--- src/rtl/control_sequencer.sv ---
// control_sequencer: hardwired fetch/decode/execute control unit for the
// single-bus datapath. Outputs are Moore decodes of the current state; only
// MDR_enable in memory-wait states also follows mem_ready.
// Optional feature macro: SEQ_SINGLE_STEP_EN adds a 'step' input. When it is
// defined, each instruction starts only on a cycle with step=1.
// Memory handshake: a read/write strobe stays asserted in its wait state
// until mem_ready=1 in the same cycle, or until MEM_TIMEOUT cycles have
// elapsed without mem_ready, in which case the sequencer halts with mem_error.
module control_sequencer #(
  parameter int          MEM_TIMEOUT = 16,
  parameter logic [4:0]  OPC_ADD     = 5'b00011,
  parameter logic [4:0]  OPC_AND     = 5'b00101,
  parameter logic [4:0]  OPC_OR      = 5'b00110
) (
  input  logic        clk,
  input  logic        clr,
  input  logic        run,
`ifdef SEQ_SINGLE_STEP_EN
  input  logic        step,
`endif
  input  logic [31:0] IR_Data,
  input  logic        mem_ready,
  output logic [15:0] reg_in_en,
  output logic [15:0] reg_out_sel,
  output logic        PC_enable,
  output logic        PC_increment_enable,
  output logic        IR_enable,
  output logic        Y_enable,
  output logic        Z_enable,
  output logic        MAR_enable,
  output logic        MDR_enable,
  output logic        HI_enable,
  output logic        LO_enable,
  output logic        PC_select,
  output logic        HI_select,
  output logic        LO_select,
  output logic        Z_HI_select,
  output logic        Z_LO_select,
  output logic        MDR_select,
  output logic        InPort_select,
  output logic        c_select,
  output logic        read,
  output logic        write,
  output logic [4:0]  alu_instruction,
  output logic        halted,
  output logic        illegal_op,
  output logic        mem_error,
  output logic [3:0]  state_o
);

  localparam int CW = $clog2(MEM_TIMEOUT + 1);

  typedef enum logic [3:0] {
    S_IDLE, S_T0, S_T1, S_T2, S_T3, S_T4, S_T5, S_T6, S_T7, S_HALT, S_STEP_WAIT
  } state_t;

  state_t        state_q, state_d, fetch_tgt;
  logic [CW-1:0] cnt_q, cnt_d;
  logic          err_q, err_d;

  // Instruction fields and opcode classes
  logic [4:0] opc;
  logic [3:0] ra, rb, rc;
  logic       is_r, is_i, is_md, is_nn, is_ld, is_st, is_nop, is_halt, is_legal;
  logic [4:0] imm_alu;
  logic       mem_wait, tmo_hit, ir_unused;

  assign opc       = IR_Data[31:27];
  assign ra        = IR_Data[26:23];
  assign rb        = IR_Data[22:19];
  assign rc        = IR_Data[18:15];
  assign ir_unused = ^IR_Data[14:0];
  assign is_r      = opc inside {[5'd3:5'd11]};
  assign is_i      = opc inside {5'd1, 5'd12, 5'd13, 5'd14};
  assign is_md     = opc inside {5'd15, 5'd16};
  assign is_nn     = opc inside {5'd17, 5'd18};
  assign is_ld     = (opc == 5'd0);
  assign is_st     = (opc == 5'd2);
  assign is_nop    = (opc == 5'd26);
  assign is_halt   = (opc == 5'd27);
  assign is_legal  = is_r | is_i | is_md | is_nn | is_ld | is_st | is_nop | is_halt;
  assign imm_alu   = (opc == 5'd13) ? OPC_AND : (opc == 5'd14) ? OPC_OR : OPC_ADD;

  // Wait states hold a strobe until mem_ready; the last allowed cycle is MEM_TIMEOUT-1
  assign mem_wait = (state_q == S_T1) || (state_q == S_T6 && is_ld) || (state_q == S_T7 && is_st);
  assign tmo_hit  = (cnt_q == CW'(MEM_TIMEOUT - 1));
  assign state_o  = state_q;
  assign mem_error = err_q;

`ifdef SEQ_SINGLE_STEP_EN
  assign fetch_tgt = step ? S_T0 : S_STEP_WAIT;
`else
  assign fetch_tgt = S_T0;
`endif

  // State, timeout counter and sticky error register
  always_ff @(posedge clk) begin
    if (clr) begin
      state_q <= S_IDLE;
      cnt_q   <= '0;
      err_q   <= 1'b0;
    end else begin
      state_q <= state_d;
      cnt_q   <= cnt_d;
      err_q   <= err_d;
    end
  end

  // Next-state: instruction sequencing plus memory-wait timeout
  always_comb begin
    state_d = state_q;
    cnt_d   = '0;
    err_d   = err_q;
    if (mem_wait && !mem_ready) begin
      if (tmo_hit) begin
        state_d = S_HALT;
        err_d   = 1'b1;
      end else begin
        cnt_d = cnt_q + CW'(1);
      end
    end else begin
      case (state_q)
        S_IDLE:      if (run) state_d = fetch_tgt;
`ifdef SEQ_SINGLE_STEP_EN
        S_STEP_WAIT: if (step) state_d = S_T0;
`endif
        S_T0:        state_d = S_T1;
        S_T1:        state_d = S_T2;
        S_T2:        state_d = S_T3;
        S_T3:        state_d = is_halt ? S_HALT : (is_nop || !is_legal) ? fetch_tgt : S_T4;
        S_T4:        state_d = is_nn ? fetch_tgt : S_T5;
        S_T5:        state_d = (is_md || is_ld || is_st) ? S_T6 : fetch_tgt;
        S_T6:        state_d = (is_ld || is_st) ? S_T7 : fetch_tgt;
        S_T7:        state_d = fetch_tgt;
        S_HALT:      state_d = S_HALT;
        default:     state_d = S_IDLE;
      endcase
    end
  end

  // Output decode of the current state (all zero by default)
  always_comb begin
    reg_in_en = '0; reg_out_sel = '0; alu_instruction = '0;
    PC_enable = 1'b0; PC_increment_enable = 1'b0; IR_enable = 1'b0; Y_enable = 1'b0;
    Z_enable = 1'b0; MAR_enable = 1'b0; MDR_enable = 1'b0; HI_enable = 1'b0; LO_enable = 1'b0;
    PC_select = 1'b0; HI_select = 1'b0; LO_select = 1'b0; Z_HI_select = 1'b0; Z_LO_select = 1'b0;
    MDR_select = 1'b0; InPort_select = 1'b0; c_select = 1'b0;
    read = 1'b0; write = 1'b0; halted = 1'b0; illegal_op = 1'b0;
    case (state_q)
      S_T0: begin PC_select = 1'b1; MAR_enable = 1'b1; PC_increment_enable = 1'b1; end
      S_T1: begin read = 1'b1; MDR_enable = mem_ready; end
      S_T2: begin MDR_select = 1'b1; IR_enable = 1'b1; end
      S_T3: begin
        if (is_nn) begin
          reg_out_sel = 16'h0001 << rb; alu_instruction = opc; Z_enable = 1'b1;
        end else if (is_md) begin
          reg_out_sel = 16'h0001 << ra; Y_enable = 1'b1;
        end else if (is_r || is_i || is_ld || is_st) begin
          reg_out_sel = 16'h0001 << rb; Y_enable = 1'b1;
        end else if (!is_legal) begin
          illegal_op = 1'b1;
        end
      end
      S_T4: begin
        if (is_nn) begin
          Z_LO_select = 1'b1; reg_in_en = 16'h0001 << ra;
        end else if (is_r || is_md) begin
          reg_out_sel = 16'h0001 << (is_r ? rc : rb); alu_instruction = opc; Z_enable = 1'b1;
        end else if (is_i) begin
          c_select = 1'b1; alu_instruction = imm_alu; Z_enable = 1'b1;
        end else if (is_ld || is_st) begin
          c_select = 1'b1; alu_instruction = OPC_ADD; Z_enable = 1'b1;
        end
      end
      S_T5: begin
        if (is_r || is_i) begin
          Z_LO_select = 1'b1; reg_in_en = 16'h0001 << ra;
        end else if (is_md) begin
          Z_LO_select = 1'b1; LO_enable = 1'b1;
        end else if (is_ld || is_st) begin
          Z_LO_select = 1'b1; MAR_enable = 1'b1;
        end
      end
      S_T6: begin
        if (is_md) begin
          Z_HI_select = 1'b1; HI_enable = 1'b1;
        end else if (is_ld) begin
          read = 1'b1; MDR_enable = mem_ready;
        end else if (is_st) begin
          reg_out_sel = 16'h0001 << ra; MDR_enable = 1'b1;
        end
      end
      S_T7: begin
        if (is_ld) begin
          MDR_select = 1'b1; reg_in_en = 16'h0001 << ra;
        end else if (is_st) begin
          write = 1'b1;
        end
      end
      S_HALT: halted = 1'b1;
      default: ;
    endcase
  end

endmodule

--- config.mk ---
export PLATFORM = sky130hd
export DESIGN_NAME = control_sequencer
export DESIGN_NICKNAME = d
export VERILOG_FILES = /design/src/rtl/control_sequencer.sv
export SDC_FILE = /design/constraint.sdc
export NUM_CORES = 1
export LEC_CHECK = 0
export CAP_MARGIN = 20
export CORE_UTILIZATION = 40
export DETAILED_ROUTE_END_ITERATION = 7
export MAX_ROUTING_LAYER = met4
export PLACE_DENSITY = 0.85
export SLEW_MARGIN = 0
export SYNTH_ARGS = -nofsm -noshare
export SYNTH_HDL_FRONTEND = slang
export SYNTH_SLANG_ARGS = --single-unit
--- constraint.sdc ---
create_clock -name clk -period 3.45 [get_ports clk]
set_input_delay 0.5175 -clock clk [delete_from_list [all_inputs] [get_ports clk]]
set_output_delay 0.5175 -clock clk [all_outputs]
set_load 0.01 [all_outputs]
==> results of run 1 <==
where the power goes:
part	switching [mW]	internal, mW
logic	0.167	0.167
registers	0.0394	0.128
clock network	0.0444	0.100
total	0.251	0.396
layout make-up:
| class | instances | area, sq um |
|---|---|---|
| clock buffers | 4 | 55.1 |
| well taps | 52 | 65.1 |
| inverters | 6 | 22.5 |
| repair buffers | 110 | 1060 |
| flip-flops and latches | 10 | 200 |
| fillers | 380 | 1490 |
| multi-input cells | 264 | 1550 |
cell families (layout without fill, tap and decap cells):
logic type | count (synthesis) | after routing | synth area share
AO/OA/AOI/OAI | 73 | 73 | 0.273
XOR/XNOR | 4 | 4 | 0.0186
buffers and inverters | 31 | 120 | 0.0898
adder cells (fa/ha/maj) | 2 | 2 | 0.0133
AND/OR/NAND/NOR | 178 | 178 | 0.478
multiplexers | 3 | 3 | 0.0186
flip-flops | 10 | 10 | 0.106
other | 1 | 4 | 0.00199
timing repair:
action / in CTS / in global routing
setup buffers: 0 / 3
gates resized for setup: 8 / 15
setup endpoints to repair: 35 / 17
pin swaps: 0 / 3
layer usage:
metal	up-vias	routed length, um
li1	1294	-
met1	1184	2930
met2	145	3100
met3	12	533
met4	0	80
met5	-	0
flip-flops by register name, indices dropped and copies added, names as in the netlist:
register	count
state_o	4
mem_error	1
cnt_q	5
critical path, stage by stage:
cell	delay, ns
clkdlybuf4s50_1	0.42
or4_4	0.54
mux2_4	0.32
buf_4	0.17
nand3_1	0.06
o21ai_1	0.06
a221o_1	0.29
clkdlybuf4s50_1	0.48
stage by stage:
| stage | power (mW) | utilization | instances | TNS [ns] | setup WS [ns] |
|---|---|---|---|---|---|
| detailed placement | 0.491 | 0.635 | 439 | -3.84 | -0.186 |
| global route | 0.684 | 0.664 | 446 | 0 | 0.0238 |
| CTS | 0.637 | 0.649 | 443 | 0 | 0.0211 |
| floorplan | 0.350 | - | 305 | 0 | 0.851 |
| global placement | 0.484 | 0.635 | 439 | -2.80 | -0.113 |
| finish | 0.647 | 0.664 | 446 | 0 | 0.0701 |
cells in the mapped netlist, drive strengths merged, types with 5 or more instances:
cell type / number / area (sq um)
nor2: 63 / 246
a21oi: 5 / 32.5
a31oi: 5 / 31.3
inv: 6 / 22.5
and3: 6 / 37.5
dfxtp: 10 / 200
a221o: 8 / 80.1
and2: 5 / 31.3
nor4: 5 / 31.3
o21ai: 25 / 125
nor2b: 7 / 43.8
buf: 17 / 116
nand3: 21 / 105
nor3: 18 / 90.1
nand2b: 6 / 37.5
o221ai: 8 / 70.1
nand2: 25 / 96.4
clkbuf: 8 / 30.0
final timing paths:
path                      startpoint             endpoint  slack, ns  depth (start not counted)
max                      IR_Data[28]       reg_out_sel[1]       0.07                          8
min              cnt_q[0]$_SDFF_PP0_  cnt_q[0]$_SDFF_PP0_       0.44                          1
max reg2reg  state_o[1]$_SDFFE_PP0P_  cnt_q[4]$_SDFF_PP0_       1.31                          5
min reg2reg      cnt_q[0]$_SDFF_PP0_  cnt_q[0]$_SDFF_PP0_       0.44                          1
==> impl_metrics.toml, run 1 <==
[power]
ir_drop_v = 0.000156
p_leak_nw = 1.26
power_density_nw_per_um2 = 219

[yosys]
netlist_area_sq_um = 1880
synth_ff_type = "dfxtp_1"
ys_warn_count = 0
syn_area_per_cell_sq_um = 6.23
syn_inst = 302
synth_seq_cells = 10
async_reset_ff_frac = 0
seq_area_frac_synth = 0.106
ys_types = 60
synth_edf_count = 0

[detailed_routing]
drt_iter0_drc = 310
routed-via-count = 2635
first_pass_iters = 7
remaining_drc_errors = 4
antenna_left = 0
routedWlPerCell_um = 14.9
viasPerCell = 5.91
drt_wl_total_mm = 6.64

[floorplan]
die_w_um = 70.6
rows = 24
dieArea_sq_um = 4980
initial_utilization = 0.423
fp.dieH_um = 70.6
core_area_sq_um = 4440
io_pins = 99

[cells_and_area]
layout_common_cells = "clkdlybuf4s50_1, nor2_1, buf_4, nand2_1"
drive_gt1_frac = 0.122
final_area_sq_um = 2950
mostFrequentLayoutCell = "clkdlybuf4s50_1"
n_antenna_cell = 0
area_growth_pct = 57.0
fin_nets = 433

[global_routing]
grt_overflow = 0
grt_max_degree = 18
busiest_layer = "met2"
grt_pass1_vias = 2256
met1_usage = 0.366
track_usage = 0.265
gr-usage-met2 = 0.416
grt_pass1_wl_mm = 10.6
grt_antenna_before_repair = 0
use_met3 = 0.0214

[status]
violations = "DRC"
status = "finished with violations"

[sta]
finalCritPeriodShare = 0.980
rsz0062_at_grt = "false"
finalSetupViolations = 0
fmaxAchievable_mhz = 296
period_needed_ns = 3.38
clock_skew_ns = 0.00235
slew_violations = 0
hold_viol = 0
whs_ns = 0.445

[clock_network]
cts_root_buf = "clkbuf_8"
clk_path_buf_depth = 2
cts_hold_buf = 0
clock_latency_ns = 0.24
clkTransAtPathRegs_ns = 0.05
clock_tree.htree_level_count = 1
cts_tree = "yes"
clock-sinks = 10
numCtsBuffers = 3

[flow_run]
max-cap-violations = 0

[worst_setup_path]
worst-setup-path-type = "primary input to output port"
cp_max_fo = 7
critPathRequiredTime_ns = 2.93
crit_path_end_kind = "output port"
cp_data_arrival_time_ns = 2.86
critPathLaunchType = "primary input"

[placement]
io_buffers = 79
place_congestion = 0.992
place_area_sq_um = 2820
dpl.hpwl_mm = 5.13

[worst_hold_path]
hp-class = "flip-flop to flip-flop"
(Power assumes the default switching activity.)
==> inputs of run 2 (changes only) <==
- GPL_ROUTABILITY_DRIVEN: default -> 0
==> impl_metrics.toml, run 2 (same netlist as run 1, synthesis figures left out) <==
[global_routing]
grt_max_degree = 18
grt_antenna_before_repair = 0
grt_overflow = 0
grt_pass1_vias = 2401
grt_pass1_wl_mm = 10.7
track_usage = 0.265

[detailed_routing]
viasPerCell = 6.08
remaining_drc_errors = 4
routed-via-count = 2688
first_pass_iters = 7
drt_iter0_drc = 250
drt_wl_total_mm = 6.75
routedWlPerCell_um = 15.3
antenna_left = 0

[floorplan]
core_area_sq_um = 4440
initial_utilization = 0.423
die_w_um = 70.6
dieArea_sq_um = 4980
io_pins = 99
rows = 24
fp.dieH_um = 70.6

[sta]
finalWorstSetupSlack_ns = 0.0148
finalCritPeriodShare = 0.996
tightest_slew_ns = 0.487
hold_viol = 0
rsz0062_at_grt = "true"
slew_violations = 0
clock_skew_ns = 0.00119
period_needed_ns = 3.44
fmaxAchievable_mhz = 291
maxSlewHeadroom = 0.672
whs_ns = 0.450
finalSetupViolations = 0
fin_setup_tns_ns = 0

[worst_setup_path]
critPathMaxStageDelay_ns = 0.56
cp_max_fo = 4
r2r_cells = 5
slowest_stage = "clkdlybuf4s50_1"
r2r_slack_ns = 1.28
r2r_end = "cnt_q[4]$_SDFF_PP0_"
cp_data_arrival_time_ns = 2.92
critPathLaunchType = "primary input"
worst-setup-path-type = "primary input to output port"
worstPathCellList = "clkdlybuf4s50_1 > or4_4 > mux2_4 > nor2_1 > o21ai_1 > o221ai_1 > clkdlybuf4s50_1"
crit_path_end_kind = "output port"
rr_startpoint = "state_o[1]$_SDFFE_PP0P_"
critPathRequiredTime_ns = 2.93
cpLargestDelayFamily = "buffers and inverters"
crit_path_start = "IR_Data[28]"
worst_path_most_repeated_cell = "clkdlybuf4s50_1"
cp_num_buf_inv = 2

[power]
pwr-share-seq = 0.260
p_clk_frac = 0.229
p_leak_nw = 1.24
ir_drop_v = 0.000138
p_comb_frac = 0.511
intPower_uw = 394
p_sw_uw = 254
switching_share = 0.393
total_power_uw = 648
power_density_nw_per_um2 = 220

[cells_and_area]
final_area_sq_um = 2940
seqCellArea_sq_um = 200
largest_reg_flops = 5
fillers = 385
mostFrequentLayoutCell = "clkdlybuf4s50_1"
fin_nets = 429
n_antenna_cell = 0
layoutNonFillerInstCount = 442
fin_util = 0.662
regMostFlops = "cnt_q"
area_growth_pct = 56.5
layout_common_cells = "clkdlybuf4s50_1, nor2_1, buf_4, nand2_1"
multi_input_area_sq_um = 1560
drive_gt1_frac = 0.118

[clock_network]
clock_tree.htree_level_count = 1
clock-sinks = 10
cts_tree = "yes"
clock_latency_ns = 0.24
numCtsBuffers = 3
cts_root_buf = "clkbuf_8"
clk_path_buf_depth = 2
cts_hold_buf = 0
clkTransAtPathRegs_ns = 0.05

[placement]
placedCellCount = 436
io_buffers = 79
preCtsSetupSlack_ns = -0.225
dpl.hpwl_mm = 5.12
place_area_sq_um = 2810

[worst_hold_path]
min_to = "cnt_q[0]$_SDFF_PP0_"
hold_path_startpoint = "cnt_q[0]$_SDFF_PP0_"
hp-class = "flip-flop to flip-flop"
holdPathStages = 1

[status]
violations = "DRC"
status = "finished with violations"

[flow_run]
max-cap-violations = 0
-- run 2: cell types whose count changed in the layout (fill, tap and decap cells not counted) --
| cell | change |
|---|---|
| dlygate4sd2_1 | -1 |
| mux2i_1 | -1 |
| buf_4 | -5 |
| mux2i_2 | +1 |
| nor2_2 | +1 |
| buf_12 | +1 |
| clkdlybuf4s50_1 | +1 |
| nor2_1 | -1 |
-- run 2: worst max-delay path by stage --
stage | end | depth (start not counted)
2_1_floorplan | Z_HI_select | 6
3_3_place_gp | reg_in_en[2] | 8
3_5_place_dp | reg_in_en[12] | 8
4_1_cts | reg_out_sel[1] | 8
5_1_grt | reg_out_sel[4] | 8
6_report | reg_out_sel[5] | 7
-- run 2: metal layers --
metal / global-route usage / vias up / share of wire
met5: - / - / 0
met4: 0.0711 / 0 / 0.0093
met3: 0.0228 / 14 / 0.076
met2: 0.444 / 153 / 0.49
met1: 0.344 / 1238 / 0.43
li1: - / 1283 / -
-- run 2: power groups by stage --
stage	logic (mW)	clock network, mW	registers [mW]
6_report	0.331	0.149	0.168
5_1_grt	0.358	0.153	0.172
4_1_cts	0.325	0.150	0.166
3_5_place_dp	0.323	0	0.170
3_3_place_gp	0.317	0	0.167
2_1_floorplan	0.204	0	0.146
-- run 2: what timing repair did --
action / in CTS / in global routing
pin swaps: 0 / 2
setup buffers: 0 / 2
setup endpoints to repair: 36 / 29
resized for setup: 8 / 16
-- run 2: final cells by class --
| class | instances | area share |
|---|---|---|
| clock buffers | 4 | 0.0187 |
| flip-flops and latches | 10 | 0.0680 |
| well taps | 52 | 0.0221 |
| multi-input cells | 264 | 0.529 |
| repair buffers | 106 | 0.355 |
| inverters | 6 | 0.00765 |
==> inputs of run 3 (changes only) <==
- CORE_UTILIZATION: 40 -> 44
- PLACE_DENSITY: 0.85 -> 0.92
- SKIP_CTS_REPAIR_TIMING: default -> 1
- TNS_END_PERCENT: default -> 30
==> impl_metrics.toml, run 3 (same netlist as run 1, synthesis figures left out) <==
[status]
status = "finished with violations"
violations = "setup timing"

[power]
pwr-share-seq = 0.256
p_comb_frac = 0.514
ir_drop_v = 0.000138
intPower_uw = 395
power_density_nw_per_um2 = 224
switching_share = 0.397
p_sw_uw = 259
p_leak_nw = 1.19
p_clk_frac = 0.229

[worst_setup_path]
cp_max_fo = 7
worstPathCellList = "clkdlybuf4s50_1 > and2_1 > a211o_1 > or4b_1 > o31ai_1 > a221o_1 > clkdlybuf4s50_1"
crit_path_end_kind = "output port"
critPathMaxStageDelay_ns = 0.54
worst-setup-path-type = "primary input to output port"
worst_path_most_repeated_cell = "clkdlybuf4s50_1"
critPathRequiredTime_ns = 2.93
critPathLaunchType = "primary input"
cp_data_arrival_time_ns = 2.97
slowest_stage = "clkdlybuf4s50_1"
r2r_cells = 5

[flow_run]
max-cap-violations = 0

[cells_and_area]
area_growth_pct = 55.4
layout_common_cells = "clkdlybuf4s50_1, nor2_1, buf_4, nand2_1"
n_antenna_cell = 0
regMostFlops = "cnt_q"
seqCellArea_sq_um = 200
layoutNonFillerInstCount = 441
drive_gt1_frac = 0.120
fillers = 319
fin_nets = 430
largest_reg_flops = 5
mostFrequentLayoutCell = "clkdlybuf4s50_1"
multi_input_area_sq_um = 1540

[clock_network]
clock_latency_ns = 0.24
clk_path_buf_depth = 2
cts_tree = "yes"
clkTransAtPathRegs_ns = 0.05
cts_root_buf = "clkbuf_8"
numCtsBuffers = 3
clock-sinks = 10
clock_tree.htree_level_count = 1

[floorplan]
fp.dieH_um = 67.4
rows = 23
initial_utilization = 0.463
die_w_um = 67.4
core_area_sq_um = 4060
io_pins = 99
dieArea_sq_um = 4540

[sta]
finalCritPeriodShare = 1.01
period_needed_ns = 3.49
slew_violations = 0
fmaxAchievable_mhz = 287
rsz0062_at_grt = "true"
hold_viol = 0
whs_ns = 0.449
finalSetupViolations = 4
finalWorstSetupSlack_ns = -0.0371
clock_skew_ns = 0.000908

[worst_hold_path]
holdPathStages = 1
hp-class = "flip-flop to flip-flop"

[detailed_routing]
routed-via-count = 2723
antenna_left = 0
drt_wl_total_mm = 6.69
first_pass_iters = 6
remaining_drc_errors = 0
drt_iter0_drc = 306
routedWlPerCell_um = 15.2
viasPerCell = 6.17

[global_routing]
grt_overflow = 0
track_usage = 0.302
grt_antenna_before_repair = 0
grt_pass1_wl_mm = 10.4
grt_max_degree = 18
grt_pass1_vias = 2344

[placement]
io_buffers = 79
placedCellCount = 437
dpl.hpwl_mm = 5.12
==> run 3: layout make-up <==
type	instances	area share
repair buffers	107	0.355
well taps	50	0.0214
clock buffers	4	0.0188
inverters	6	0.00771
multi-input cells	264	0.528
flip-flops and latches	10	0.0685
==> run 3: path summary, 6_finish.rpt <==
kind	slack, ns	start	end
setup / recovery	-0.04	IR_Data[30]	reg_out_sel[10]
hold / removal	0.45	cnt_q[0]$_SDFF_PP0_	cnt_q[0]$_SDFF_PP0_
setup reg to reg	1.33	state_o[3]$_SDFFE_PP0P_	cnt_q[3]$_SDFF_PP0_
hold reg to reg	0.45	cnt_q[0]$_SDFF_PP0_	cnt_q[0]$_SDFF_PP0_
==> run 3: layer usage <==
metal,up-vias,global-route usage,wire length [um]
li1,1289,-,-
met1,1254,0.385,2730
met2,162,0.488,3270
met3,18,0.0270,576
met4,0,0.120,120
met5,-,-,0
==> run 3: worst max-delay path, delay by kind of cell <==
family,cells,cell delay [ns]
buf+inv,2,1.06
compound gates,3,0.67
simple gates,2,0.73
==> run 3: power by group through the flow <==
stage | Sequential [mW] | Clock [mW] | Combinational [mW]
after floorplan | 0.146 | 0 | 0.204
after global placement | 0.168 | 0 | 0.316
after detailed placement | 0.169 | 0 | 0.326
after CTS | 0.166 | 0.149 | 0.329
after global routing | 0.171 | 0.158 | 0.364
final | 0.168 | 0.150 | 0.337
==> run 3: stage by stage <==
stage / setup WS (ns) / util / TNS [ns] / power (mW) / area, sq um
2_1_floorplan: 0.851 / - / 0 / 0.350 / 1890
3_3_place_gp: -0.115 / 0.695 / -1.74 / 0.484 / 2820
3_5_place_dp: -0.156 / 0.695 / -2.55 / 0.495 / 2820
4_1_cts: -0.153 / 0.709 / -2.64 / 0.644 / 2880
5_1_grt: -0.163 / 0.720 / -0.894 / 0.693 / 2920
6_report: -0.0371 / 0.720 / -0.0798 / 0.654 / 2920
